[config.mk]
export PLATFORM = sky130hd
export DESIGN_NAME = i2s_master_tx
export DESIGN_NICKNAME = d
export VERILOG_FILES = /design/src/rtl/i2s_master_tx.sv
export SDC_FILE = /design/constraint.sdc
export NUM_CORES = 1
export LEC_CHECK = 0
export ABC_AREA = 1
export CORE_MARGIN = 10
export CORE_UTILIZATION = 60
export CTS_CLUSTER_DIAMETER = 120
export DETAILED_ROUTE_END_ITERATION = 12
export PLACE_DENSITY = 0.87
export SKIP_LAST_GASP = 1
export SLEW_MARGIN = 20
export SYNTH_ARGS = -nofsm -noshare
export SYNTH_HDL_FRONTEND = slang
export SYNTH_SLANG_ARGS = --single-unit
[constraint.sdc]
create_clock -name clk -period 16.9 [get_ports clk]
set_clock_uncertainty 0.15 [all_clocks]
set_input_delay 4.225 -clock clk [delete_from_list [all_inputs] [get_ports clk]]
set_output_delay 4.225 -clock clk [all_outputs]
set_load 0.02 [all_outputs]
[src/rtl/i2s_master_tx.sv]
// ---------------------------------------------------------------------------
// i2s_master_tx
//
// I2S master transmitter for the playback path. It takes stereo frames from
// the upstream FIFO through a one-frame holding buffer. It then serialises
// each frame as 64 slots in Philips I2S format: MSB first, and word select
// leading the word by one slot.
//
// Parameters:
//   CLK_DIV  i2s_ck half-period in clk cycles (2..255)
//   WORD_W   bits per channel, fixed at 32 (64-slot frame)
//
// Ports:
//   clk       single clock
//   rst       asynchronous active-high reset
//   run       1 = generate frames, 0 = stop at the next frame boundary
//   in_valid  upstream frame valid
//   in_ready  holding buffer empty (transfer on in_valid & in_ready)
//   in_left   left sample, sent first
//   in_right  right sample
//   i2s_ck    bit clock (registered)
//   i2s_ws    word select, 0 = left (registered)
//   i2s_sd    serial data (registered)
//   underrun  one-clk pulse when a frame starts with an empty buffer
//   busy      frame sequencer active
//
// Optional feature macro: I2S_TX_REPEAT_ON_UNDERRUN_EN
//   When defined, an underrun frame repeats the last transmitted frame.
//   The repeated frame is 0 if no frame has been sent since reset.
//   When undefined, an underrun frame is all zeros.
// ---------------------------------------------------------------------------
module i2s_master_tx #(
  parameter int CLK_DIV = 4,
  parameter int WORD_W  = 32
) (
  input  logic              clk,
  input  logic              rst,
  input  logic              run,
  input  logic              in_valid,
  output logic              in_ready,
  input  logic [WORD_W-1:0] in_left,
  input  logic [WORD_W-1:0] in_right,
  output logic              i2s_ck,
  output logic              i2s_ws,
  output logic              i2s_sd,
  output logic              underrun,
  output logic              busy
);

  localparam int         FRAME_W  = 2 * WORD_W;
  localparam logic [7:0] DIV_LAST = 8'(CLK_DIV - 1);

  typedef enum logic [1:0] {
    ST_IDLE,
    ST_START,
    ST_RUN
  } state_t;

  state_t state;
  state_t state_next;

  logic [7:0]         div_cnt;
  logic [5:0]         slot;
  logic [5:0]         slot_inc;
  logic [FRAME_W-1:0] shift_reg;
  logic [FRAME_W-1:0] buf_data;
  logic [FRAME_W-1:0] load_value;
  logic               buf_full;
  logic               div_tc;
  logic               launch;
  logic               load_frame;
  logic               go_idle;
  logic               accept;
  logic               ws_next;

  assign in_ready = ~buf_full;
  assign busy     = (state != ST_IDLE);
  assign accept   = in_valid & ~buf_full;
  assign div_tc   = (div_cnt == DIV_LAST);
  assign slot_inc = slot + 6'd1;
  assign ws_next  = (slot_inc >= 6'd31) && (slot_inc <= 6'd62);

  // A launch edge is the terminal divider count while ck is high. On that
  // edge ck falls and the next slot's data goes out. The receiver then
  // samples it on the following rising edge.
  assign launch = (state == ST_RUN) && div_tc && i2s_ck;

  // Frame sequencing. START always loads the first frame. In RUN, the launch
  // edge that ends slot 63 either loads the next frame or, when run has been
  // dropped, returns to IDLE. Stopping there lets a stopped frame finish all
  // 64 slots without reporting an underrun.
  always_comb begin
    state_next = state;
    load_frame = 1'b0;
    go_idle    = 1'b0;
    case (state)
      ST_IDLE: begin
        if (run) begin
          state_next = ST_START;
        end
      end
      ST_START: begin
        load_frame = 1'b1;
        state_next = ST_RUN;
      end
      ST_RUN: begin
        if (launch && (slot == 6'd63)) begin
          if (run) begin
            load_frame = 1'b1;
          end else begin
            go_idle    = 1'b1;
            state_next = ST_IDLE;
          end
        end
      end
      default: begin
        state_next = ST_IDLE;
      end
    endcase
  end

  // Choose what enters the shift register at a frame load. A full buffer
  // always wins. Otherwise the frame is an underrun frame, and its content
  // depends on the repeat option. Keeping the shift register intact while a
  // frame plays out means it still holds the last transmitted frame here.
  always_comb begin
    load_value = '0;
    if (buf_full) begin
      load_value = buf_data;
    end else begin
`ifdef I2S_TX_REPEAT_ON_UNDERRUN_EN
      load_value = shift_reg;
`else
      load_value = '0;
`endif
    end
  end

  // State register.
  always_ff @(posedge clk or posedge rst) begin
    if (rst) begin
      state <= ST_IDLE;
    end else begin
      state <= state_next;
    end
  end

  // Holding buffer. An upstream write takes priority over emptying. When a
  // frame load and a handshake land in the same cycle, the load can only be
  // an underrun load, and the new data must stay buffered for the next frame.
  always_ff @(posedge clk or posedge rst) begin
    if (rst) begin
      buf_data <= '0;
      buf_full <= 1'b0;
    end else begin
      if (accept) begin
        buf_data <= {in_left, in_right};
        buf_full <= 1'b1;
      end else if (load_frame && buf_full) begin
        buf_full <= 1'b0;
      end
    end
  end

  // Bit-clock divider, slot counter and serial outputs. A frame load restarts
  // the slot with ck low and puts the slot-0 bit out immediately. Every later
  // slot bit is picked out of the unshifted frame by index. Word select goes
  // high one slot ahead of the right word and drops one slot ahead of the
  // next left word.
  always_ff @(posedge clk or posedge rst) begin
    if (rst) begin
      div_cnt   <= 8'd0;
      slot      <= 6'd0;
      shift_reg <= '0;
      i2s_ck    <= 1'b0;
      i2s_ws    <= 1'b0;
      i2s_sd    <= 1'b0;
      underrun  <= 1'b0;
    end else begin
      underrun <= load_frame & ~buf_full;
      if (load_frame) begin
        shift_reg <= load_value;
        slot      <= 6'd0;
        div_cnt   <= 8'd0;
        i2s_ck    <= 1'b0;
        i2s_ws    <= 1'b0;
        i2s_sd    <= load_value[FRAME_W-1];
      end else if (go_idle) begin
        slot    <= 6'd0;
        div_cnt <= 8'd0;
        i2s_ck  <= 1'b0;
        i2s_ws  <= 1'b0;
        i2s_sd  <= 1'b0;
      end else if (state == ST_RUN) begin
        if (div_tc) begin
          div_cnt <= 8'd0;
          i2s_ck  <= ~i2s_ck;
          if (i2s_ck) begin
            slot   <= slot_inc;
            i2s_sd <= shift_reg[6'd63 - slot_inc];
            i2s_ws <= ws_next;
          end
        end else begin
          div_cnt <= div_cnt + 8'd1;
        end
      end
    end
  end

endmodule

; ---- Yosys cells after proc, flatten, opt, wreduce, memory -nomap -nowiden
; Cells that the tools add are included.
[totals]
elab_cells = 79
inputBits = 68
register_bits = 149
[classes]
reduce_logical = 14
n_lt_le_gt_ge = 3
muxes = 38
n_eq_ne = 7
n_addsub = 3
bitwise = 4
[op_table]
columns = op, count
row1 = $mux W64, 1
row2 = $mux W8, 4
row3 = $mux W6, 5
row4 = $mux W1, 22
row5 = $reduce_bool A3 Y1, 3
row6 = $add A8 B1 Y8 const B, 1
row7 = $eq A8 B2 Y1 const B, 1
row8 = $lt A6 B7 Y1 const B, 1
row9 = $add A6 B1 Y6 const B, 1
row10 = $bmux W1 S6, 1
row11 = $eq A6 B6 Y1 const B, 1
row12 = $ge A6 B5 Y1 const B, 1
row13 = $le A6 B6 Y1 const B, 1
row14 = $mux W2, 3
row15 = $ne A2 B2 Y1 const B, 3
row16 = $pmux W2 S3, 1
row17 = $reduce_and A3 Y1, 2
row18 = $sub A6 B6 Y6 const A, 1
row19 = $logic_and A1 B1 Y1, 5
row20 = $reduce_bool A2 Y1, 2
row21 = $and A1 B1 Y1, 2
row22 = $eq A2 B1 Y1 const B, 1
row23 = $eq A2 B2 Y1 const B, 1
row24 = $logic_not A2 Y1, 1
row25 = 3 further kinds, 4

; ---- Logic depth before layout (Yosys ltp)
; Gate-level depths: netlist of run 1.
[logic_depth]
word_depth = 9
mapped_depth = 14
ltp_nobuf = 12

; ---- Worst setup path before layout of run 1
; OpenSTA, ideal clock, no wires.
[synth_path]
path_kind = input to register
start = input port run
end = register shift_reg[0]
stages = 7
required_time_ns = 16.629
slack_ns = 11.583
path_buffers = 2
t_arrival_ns = 5.046
setup_time_ns = 0.121
path_cell_list = nand2_1 -> nand3b_1 -> nand2_1 -> nand2_4 -> buf_6 -> buf_6 -> a22o_1
[synth_via]
elab_chain_len = 3
[synth_rtl]
columns = element, line
row1 = start: declaration, 38  ; input logic run,
row2 = $mux W1, 108  ; if (run) begin
row3 = $mux W1, 107  ; if (launch && (slot == 6'd63)) begin
row4 = $pmux W1 S2, 96  ; case (state)
row5 = end signal: assignment, 182  ; shift_reg <= load_value;
row6 = end: declaration, 65  ; logic [FRAME_W-1:0] shift_reg;
; Every way passes these cells.
; A chain may end at the register's enable or synchronous reset.

; ---- Worst setup path in the final report of run 1
[layout_path]
start = input port run
end = register shift_reg[30]
; Same word-level chain as after synthesis.

==> results of run 1 <==
==> cells in the final DEF (no fill, tap or decap), types with 2 or more instances in the layout <==
| cell type | n |
|---|---|
| a22o_1 | 33 |
| buf_4 | 3 |
| inv_2 | 3 |
| a21oi_1 | 9 |
| nor2_1 | 15 |
| o31ai_1 | 2 |
| clkinv_4 | 3 |
| clkbuf_16 | 16 |
| clkinv_2 | 2 |
| o21ai_1 | 30 |
| nor3_1 | 2 |
| clkdlybuf4s50_1 | 73 |
| nand2_2 | 3 |
| nand3_1 | 72 |
| dfrtp_1 | 149 |
| nand2_1 | 252 |
| ha_1 | 7 |
| clkbuf_1 | 3 |
| o22ai_1 | 6 |
| inv_1 | 56 |
| nand4_1 | 3 |
| bufinv_16 | 3 |
| o21ai_0 | 38 |
| clkinvlp_4 | 4 |
| xor2_1 | 3 |
| clkinv_1 | 2 |
| nor2_4 | 2 |
==> worst register-to-register path, stage by stage (launching register included) <==
cell and delay [ps]:
dfrtp_1 320, buf_4 360, clkinv_1 970, ha_1 1170, inv_1 520, nand3_1 230, nand3_1 100, nand3_1 100
nand3_1 100, nand3_1 120, nand3_1 90, a21oi_1 160
==> worst min-delay path by stage <==
stage / depth (start not counted) / startpoint / end / slack, ps
6_report: 1 / buf_full$_DFFE_PP0P_ / underrun$_DFF_PP0_ / 320
5_1_grt: 1 / buf_full$_DFFE_PP0P_ / underrun$_DFF_PP0_ / 350
4_1_cts: 1 / buf_full$_DFFE_PP0P_ / underrun$_DFF_PP0_ / 320
3_5_place_dp: 1 / buf_full$_DFFE_PP0P_ / underrun$_DFF_PP0_ / 310
3_3_place_gp: 1 / buf_full$_DFFE_PP0P_ / underrun$_DFF_PP0_ / 290
2_1_floorplan: 1 / buf_full$_DFFE_PP0P_ / underrun$_DFF_PP0_ / 280
==> layout make-up <==
type	instances	area, um2
sequential	149	3729
fill	726	2614
multi-input combinational	484	2331
timing repair buffer	76	753.2
clock buffer	20	425.4
inverter	62	237.7
tap	136	170.2
clock inverter	12	156.4
==> routing by layer <==
layer / share of wire / track usage / vias to the layer above / wire length, um
met4: 0.023 / 0.08345 / 0 / 363
met3: 0.047 / 0.04796 / 35 / 731
met1: 0.40 / 0.2500 / 2654 / 6243
met5: 0 / 0 / - / 0
met2: 0.53 / 0.3597 / 185 / 8174
li1: - / - / 2498 / -
==> power by group through the flow <==
| stage | Sequential [mW] | Clock (mW) | Combinational, mW |
|---|---|---|---|
| floorplan | 0.557 | 0 | 0.422 |
| global placement | 0.569 | 0 | 0.511 |
| detailed placement | 0.576 | 0 | 0.536 |
| CTS | 0.575 | 0.371 | 0.554 |
| global route | 0.590 | 0.388 | 0.623 |
| finish | 0.577 | 0.369 | 0.557 |
==> stage by stage <==
step | std cells | total power [mW]
after floorplan | 732 | 0.9789
after global placement | 907 | 1.081
after detailed placement | 907 | 1.112
after CTS | 939 | 1.500
after global routing | 939 | 1.601
final | 939 | 1.504
==> cell families after synthesis <==
logic type,share of synthesized area
simple gates,0.2259
flops,0.5740
compound gates,0.1150
buf+inv,0.06760
fa+ha+maj,0.01348
xor+xnor,0.004045
==> flow_metrics.py, run 1 <==
metrics = {
    "clock_network": {
        "clkSinkCount": 149,
        "cts_tree": "yes",
        "cts_buffers": 17,
        "cts_hold_buf": 0,
        "cts_buffer_depth": 2,
        "clk_pin_slew_ps": 60,
        "cts_setup_buffers": 0,
        "cts_resized": 0,
        "clkLatencyLatePin_ps": 530,
        "htreeDepth": 4,
        "cts_root_buffer": "clkbuf_8",
    },
    "sta": {
        "period_share": 0.4016,
        "rsz0062_at_grt": "false",
        "whs_ps": 322.2,
        "finalCriticalPeriod_ps": 6787,
        "maxSlewViolCount": 0,
        "worst_pin_slew_ps": 1044,
        "finalHoldViolations": 0,
        "tns_ps": 0,
        "fin_ws_ps": 10110,
        "max_freq_ghz": 0.1473,
        "slew_headroom": 0.2999,
        "setup_viol_count_final": 0,
    },
    "setup_path": {
        "cp_max_fo": 70,
        "reg2reg_from": "slot[0]$_DFFE_PP0P_",
        "crit_family": "simple AND/OR/NAND/NOR gates",
        "r2r_slack_ps": 12420,
        "path_buf_inv": 2,
        "criticalPathCategory": "input port to register",
        "cp.depth": 8,
        "crit_slowest_cell": "nor2_4",
        "reg2reg_depth": 11,
        "endpoint": "shift_reg[30]$_DFFE_PP0P_",
        "start_kind": "input port",
        "cp_cell_sequence": "clkdlybuf4s50_1 > nand2_1 > nand3b_1 > nand2_1 > nand2_4 > nor2_4 > inv_2 > o21ai_1",
        "worstSetupStartpoint": "run",
        "critPathArrivalTime_ps": 7080,
        "critPathCaptureType": "register",
        "rr_endpoint": "i2s_sd$_DFFE_PP0P_",
        "worstPathRequired_ps": 17190,
        "critPathMaxStageDelay_ps": 830,
        "path_common_cell": "nand2_1",
    },
    "global_routing": {
        "grt_pass1_wl_mm": 25.68,
        "antenna_found_initial": 0,
        "grt_max_degree": 83,
        "grt_pass1_vias": 5413,
        "grt_use_total": 0.2095,
        "overflow": 0,
    },
    "drt": {
        "post_drt_via_cell_ratio": 5.721,
        "num_vias": 5372,
        "drc": 0,
        "drt-total-wl_mm": 15.51,
        "routedWlPerCell_um": 16.52,
        "drt_iter0_drc": 471,
        "firstDrtPassIters": 5,
        "postRouteAntennaNets": 0,
    },
    "synthesis": {
        "synthDominantCellAreaShare": 0.5740,
        "synthArstFlopShare": 1.000,
        "synth_warnings": 0,
        "synth.distinct_cells": 31,
        "yosysMostFrequentCell": "nand2_1",
        "netlist_top_cells_count": "253 x nand2_1, 149 x dfrtp_1, 72 x nand3_1, 58 x inv_1, 38 x o21ai_0",
        "ys_seq_area_frac": 0.5740,
        "synth_nets": 807,
        "yosys.area.top_type": "dfrtp_1",
        "synth_enable_flop_cells": 0,
        "netlist_top_cells_area": "dfrtp_1 57%, nand2_1 15%, nand3_1 5.5%",
        "netlist_area_mm2": 0.006496,
        "ys.flop_type": "dfrtp_1",
        "syn_inst": 732,
        "syn_avg_cell_area_um2": 8.875,
        "synth_seq_cells": 149,
    },
    "place": {
        "dp_slack_ps": 9714,
        "dpl_cell_area_mm2": 0.007218,
        "place.detailed.hpwl_mm": 9.702,
        "gp_congestion": 0.8091,
        "io_buffers": 73,
    },
    "finish": {
        "finalInstanceArea_mm2": 0.007802,
        "final_util": 0.7491,
        "layout-drive-gt1-share": 0.05479,
        "layout.nets": 865,
        "antenna_cells": 0,
        "area_delta_synth_final_pct": 20.11,
    },
    "die": {
        "start_util": 0.6237,
        "fp.dieW_um": 124.1,
        "dieHeight_um": 124.1,
        "core_area_mm2": 0.01042,
        "rows": 37,
        "io_pins": 74,
        "die-area_mm2": 0.01539,
    },
    "pwr": {
        "pwr-share-comb": 0.371,
        "internal-power_mw": 0.9132,
        "seqPwrFrac": 0.384,
        "max-vdd-ir-drop_uv": 125.2,
        "p_switching_mw": 0.5904,
        "power_density_mw_per_mm2": 192.7,
        "switching_share": 0.3926,
        "power_leakage_nw": 3.705,
        "p_clk_frac": 0.246,
    },
    "run": {
        "maxCapViolations": 0,
    },
    "hold_path": {
        "hold_path_class": "register to register",
    },
    "status": {
        "status": "complete, no violations",
    },
}
(Power assumes the default switching activity.)
==> inputs of run 2 (changes only) <==
- CORE_UTILIZATION: 60 -> 51
- PLACE_DENSITY: 0.87 -> 0.79
- clock period: 16.9 -> 6 ns (I/O delays scaled with it)
==> flow_metrics.py, run 2 (synthesis results as in run 1) <==
metrics = {
    "sta": {
        "tns_ps": 0,
        "fin_ws_ps": 1885,
        "max_freq_ghz": 0.2430,
        "maxSlewViolCount": 0,
        "finalHoldViolations": 0,
        "finalCriticalPeriod_ps": 4115,
        "slew_headroom": 0.3496,
        "rsz0062_at_grt": "false",
        "period_share": 0.6858,
        "worst_pin_slew_ps": 974.2,
        "setup_viol_count_final": 0,
    },
    "die": {
        "dieHeight_um": 132.9,
        "io_pins": 74,
        "start_util": 0.5169,
        "fp.dieW_um": 132.9,
        "rows": 41,
        "die-area_mm2": 0.01765,
        "core_area_mm2": 0.01257,
    },
    "setup_path": {
        "rr_endpoint": "shift_reg[55]$_DFFE_PP0P_",
        "r2r_slack_ps": 2290,
        "criticalPathCategory": "input port to register",
        "reg2reg_from": "slot[0]$_DFFE_PP0P_",
        "cp_max_fo": 70,
        "reg2reg_depth": 10,
        "start_kind": "input port",
        "critPathArrivalTime_ps": 4300,
        "worstPathRequired_ps": 6190,
        "critPathCaptureType": "register",
    },
    "place": {
        "dpl_cell_area_mm2": 0.007286,
        "place_inst": 946,
        "gp_congestion": 0.7804,
        "io_buffers": 73,
        "place.detailed.hpwl_mm": 9.504,
        "dp_slack_ps": 1540,
    },
    "clock_network": {
        "cts_hold_buf": 0,
        "cts_resized": 0,
        "cts_buffers": 17,
        "cts_setup_buffers": 0,
        "clkLatencyLatePin_ps": 420,
        "htreeDepth": 4,
        "cts_root_buffer": "clkbuf_16",
        "cts_tree": "yes",
        "clk_pin_slew_ps": 60,
        "clkSinkCount": 149,
        "cts_buffer_depth": 2,
    },
    "pwr": {
        "max-vdd-ir-drop_uv": 256.3,
        "p_clk_frac": 0.264,
        "pwr-share-comb": 0.357,
        "power_leakage_nw": 3.746,
        "power_density_mw_per_mm2": 539.0,
        "seqPwrFrac": 0.379,
        "power_mw": 4.269,
        "switching_share": 0.3760,
        "internal-power_mw": 2.664,
        "p_switching_mw": 1.605,
    },
    "drt": {
        "drt_iter0_drc": 427,
        "postRouteAntennaNets": 0,
        "post_drt_via_cell_ratio": 5.316,
        "routedWlPerCell_um": 14.90,
        "drt-total-wl_mm": 14.57,
        "drc": 0,
        "firstDrtPassIters": 5,
        "num_vias": 5199,
    },
    "global_routing": {
        "grt_pass1_wl_mm": 25.31,
        "antenna_found_initial": 0,
        "grt_use_total": 0.1713,
        "grt_pass1_vias": 5360,
        "grt_max_degree": 111,
        "overflow": 0,
    },
    "hold_path": {
        "hold_path_class": "register to register",
        "hold_depth": 2,
        "min_to": "buf_data[0]$_DFFE_PP0P_",
        "min_from": "buf_data[0]$_DFFE_PP0P_",
    },
    "finish": {
        "finalInstanceArea_mm2": 0.007920,
        "area_delta_synth_final_pct": 21.92,
        "layout.nets": 868,
        "layout_common_cells": "253 x nand2_1, 149 x dfrtp_1, 73 x clkdlybuf4s50_1",
        "antenna_cells": 0,
        "layout-drive-gt1-share": 0.05955,
        "fin_cells": 978,
        "final_common_cell": "nand2_1",
    },
    "status": {
        "status": "complete, no violations",
    },
    "run": {
        "maxCapViolations": 0,
    },
}
==> run 2: metrics by stage <==
stage	hold WS, ps	util
after floorplan	275.9	-
after global placement	316.3	0.5797
after detailed placement	320.3	0.5797
after CTS	336.4	0.6302
after global routing	361.8	0.6302
final	332.4	0.6302
==> run 2: power groups by stage <==
stage | combinational, mW | sequential, mW | clock [mW]
2_1_floorplan | 1.19 | 1.57 | 0
3_3_place_gp | 1.46 | 1.61 | 0
3_5_place_dp | 1.51 | 1.63 | 0
4_1_cts | 1.53 | 1.62 | 1.14
5_1_grt | 1.74 | 1.66 | 1.18
6_report | 1.52 | 1.62 | 1.13
==> run 2: layout make-up <==
type,instances,area (um2)
well taps,172,215.2
repair buffers,79,775.7
flip-flops and latches,149,3729
inverters,62,237.7
clock buffers,20,456.7
multi-input cells,484,2328
fillers,1027,4648
clock inverters,12,177.7
==> run 2: worst max-delay path by stage <==
stage          startpoint                   endpoint  slack [ps]  cells after the start
6_report              run  shift_reg[55]$_DFFE_PP0P_        1890                      8
5_1_grt               run  shift_reg[55]$_DFFE_PP0P_        1690                      8
4_1_cts               run  shift_reg[55]$_DFFE_PP0P_        1950                      8
3_5_place_dp          run  shift_reg[42]$_DFFE_PP0P_        1540                      8
3_3_place_gp          run  shift_reg[58]$_DFFE_PP0P_        1680                      8
2_1_floorplan         rst    buf_data[0]$_DFFE_PP0P_         340                      1
==> run 2: metal layers <==
metal  global-route usage  part of all wire
met2               0.2784              0.49
met5                    0                 0
met4              0.06174             0.014
met1               0.2135              0.44
met3              0.04769             0.059
==> run 2: critical path, stage by stage <==
cell,delay [ps]
clkdlybuf4s50_1,510
nand2_1,60
nand3b_1,150
nand2_1,100
nand2_4,400
nor2_4,820
inv_2,440
o21ai_1,270
==> inputs of run 3 (changes only) <==
- CORE_UTILIZATION: 51 -> 56
- PLACE_DENSITY: 0.79 -> 0.83
- clock period: 6 -> 4 ns (I/O delays scaled with it)
==> flow_metrics.py, run 3 (synthesis results as in run 1) <==
metrics = {
    "status": {
        "status": "complete, no violations",
    },
    "drt": {
        "highest_layer": "met4",
        "num_vias": 5293,
        "drt-total-wl_mm": 14.95,
        "drc": 0,
        "routedWlPerCell_um": 15.73,
        "post_drt_via_cell_ratio": 5.572,
        "firstDrtPassIters": 5,
        "drt_iter0_drc": 664,
        "met3_length_um": 824,
        "postRouteAntennaNets": 0,
        "wl_met1_mm": 6.118,
        "wl_met2_mm": 7.778,
    },
    "die": {
        "dieHeight_um": 127.7,
        "io_pins": 74,
        "rows": 39,
        "core_area_mm2": 0.01137,
        "start_util": 0.5714,
        "die-area_mm2": 0.01631,
        "fp.dieW_um": 127.7,
    },
    "place": {
        "place.detailed.hpwl_mm": 9.662,
        "place_inst": 919,
        "io_buffers": 73,
        "gp_congestion": 0.9270,
    },
    "setup_path": {
        "critPathCaptureType": "register",
        "criticalPathCategory": "register to register",
        "start_kind": "register",
        "critPathArrivalTime_ps": 3120,
        "cp_max_fo": 23,
        "r2r_slack_ps": 1030,
        "worstPathRequired_ps": 4150,
    },
    "clock_network": {
        "cts_buffer_depth": 2,
        "clkSinkCount": 149,
        "cts_resized": 0,
        "clkLatencyLatePin_ps": 410,
        "cts_root_buffer": "clkbuf_16",
        "clk_pin_slew_ps": 60,
        "cts_hold_buf": 0,
        "cts_tree": "yes",
        "cts_setup_buffers": 0,
        "cts_buffers": 17,
        "htreeDepth": 4,
    },
    "pwr": {
        "power_density_mw_per_mm2": 815.3,
        "max-vdd-ir-drop_uv": 427.0,
        "power_mw": 6.450,
        "power_leakage_nw": 3.769,
    },
    "global_routing": {
        "grt_pass1_wl_mm": 25.40,
        "grt_use_total": 0.1880,
        "antenna_found_initial": 0,
        "grt_pass1_vias": 5502,
        "overflow": 0,
        "grt_max_degree": 150,
    },
    "run": {
        "maxCapViolations": 0,
    },
    "sta": {
        "finalHoldViolations": 0,
        "finalCriticalPeriod_ps": 2970,
        "worst_pin_slew_ps": 766.5,
        "maxSlewViolCount": 0,
        "setup_viol_count_final": 0,
        "whs_ps": 319.5,
        "tns_ps": 0,
        "max_freq_ghz": 0.3367,
        "rsz0062_at_grt": "false",
        "slew_headroom": 0.4890,
        "period_share": 0.7425,
    },
    "finish": {
        "antenna_cells": 0,
        "final_common_cell": "nand2_1",
        "seqCellArea_mm2": 0.003729,
        "fin_cells": 950,
        "multi_input_area_mm2": 0.002328,
        "area_delta_synth_final_pct": 21.78,
        "final_util": 0.6958,
        "layout-drive-gt1-share": 0.06072,
        "fillers": 819,
        "layout_common_cells": "253 x nand2_1, 149 x dfrtp_1, 73 x clkdlybuf4s50_1",
        "layout.nets": 870,
    },
    "hold_path": {
        "hold_path_class": "register to register",
    },
}
run 3: path summary, 6_finish.rpt:
kind | cells after the start | from | end
worst max-delay path | 11 | slot[0]$_DFFE_PP0P_ | i2s_sd$_DFFE_PP0P_
worst min-delay path | 1 | buf_full$_DFFE_PP0P_ | underrun$_DFF_PP0_
worst max register to register | 11 | slot[0]$_DFFE_PP0P_ | i2s_sd$_DFFE_PP0P_
worst min register to register | 1 | buf_full$_DFFE_PP0P_ | underrun$_DFF_PP0_
max in group asynchronous | 3 | rst | shift_reg[6]$_DFFE_PP0P_
min in group asynchronous | 3 | rst | buf_data[37]$_DFFE_PP0P_
run 3: metal layers:
layer  up-vias  GRT usage
met5         -          0
met2       203     0.3203
met4         0    0.07417
met1      2558     0.2291
met3        21    0.03846
li1       2511          -
run 3: where the power goes:
part	internal [mW]	switching, mW	total [mW]
Combinational	0.838	1.50	2.33
Clock	1.08	0.583	1.67
Sequential	2.10	0.345	2.45
Total	4.03	2.42	6.45
run 3: final cells by class:
class | count | area share
clock buffer | 21 | 0.05947
sequential | 149 | 0.4713
tap | 143 | 0.02262
multi-input combinational | 484 | 0.2943
timing repair buffer | 81 | 0.1031
clock inverter | 10 | 0.01929
inverter | 62 | 0.02989
run 3: stage by stage:
| stage | worst slack [ps] | cell area [um2] |
|---|---|---|
| global route | 810.7 | 7911 |
| floorplan | 975.0 | 6500 |
| finish | 1030 | 7911 |
| detailed placement | 814.2 | 7288 |
| CTS | 1085 | 7911 |
| global placement | 908.0 | 7288 |
run 3: critical path, cell delays in order (launching register included):
cell and delay, ps:
dfrtp_1 670, buf_4 370, clkinv_1 140, ha_1 320, inv_1 440, nand3_1 160, nand3_1 130, nand3_1 80
nand3_1 110, nand3_1 100, nand3_1 120, a21oi_1 70
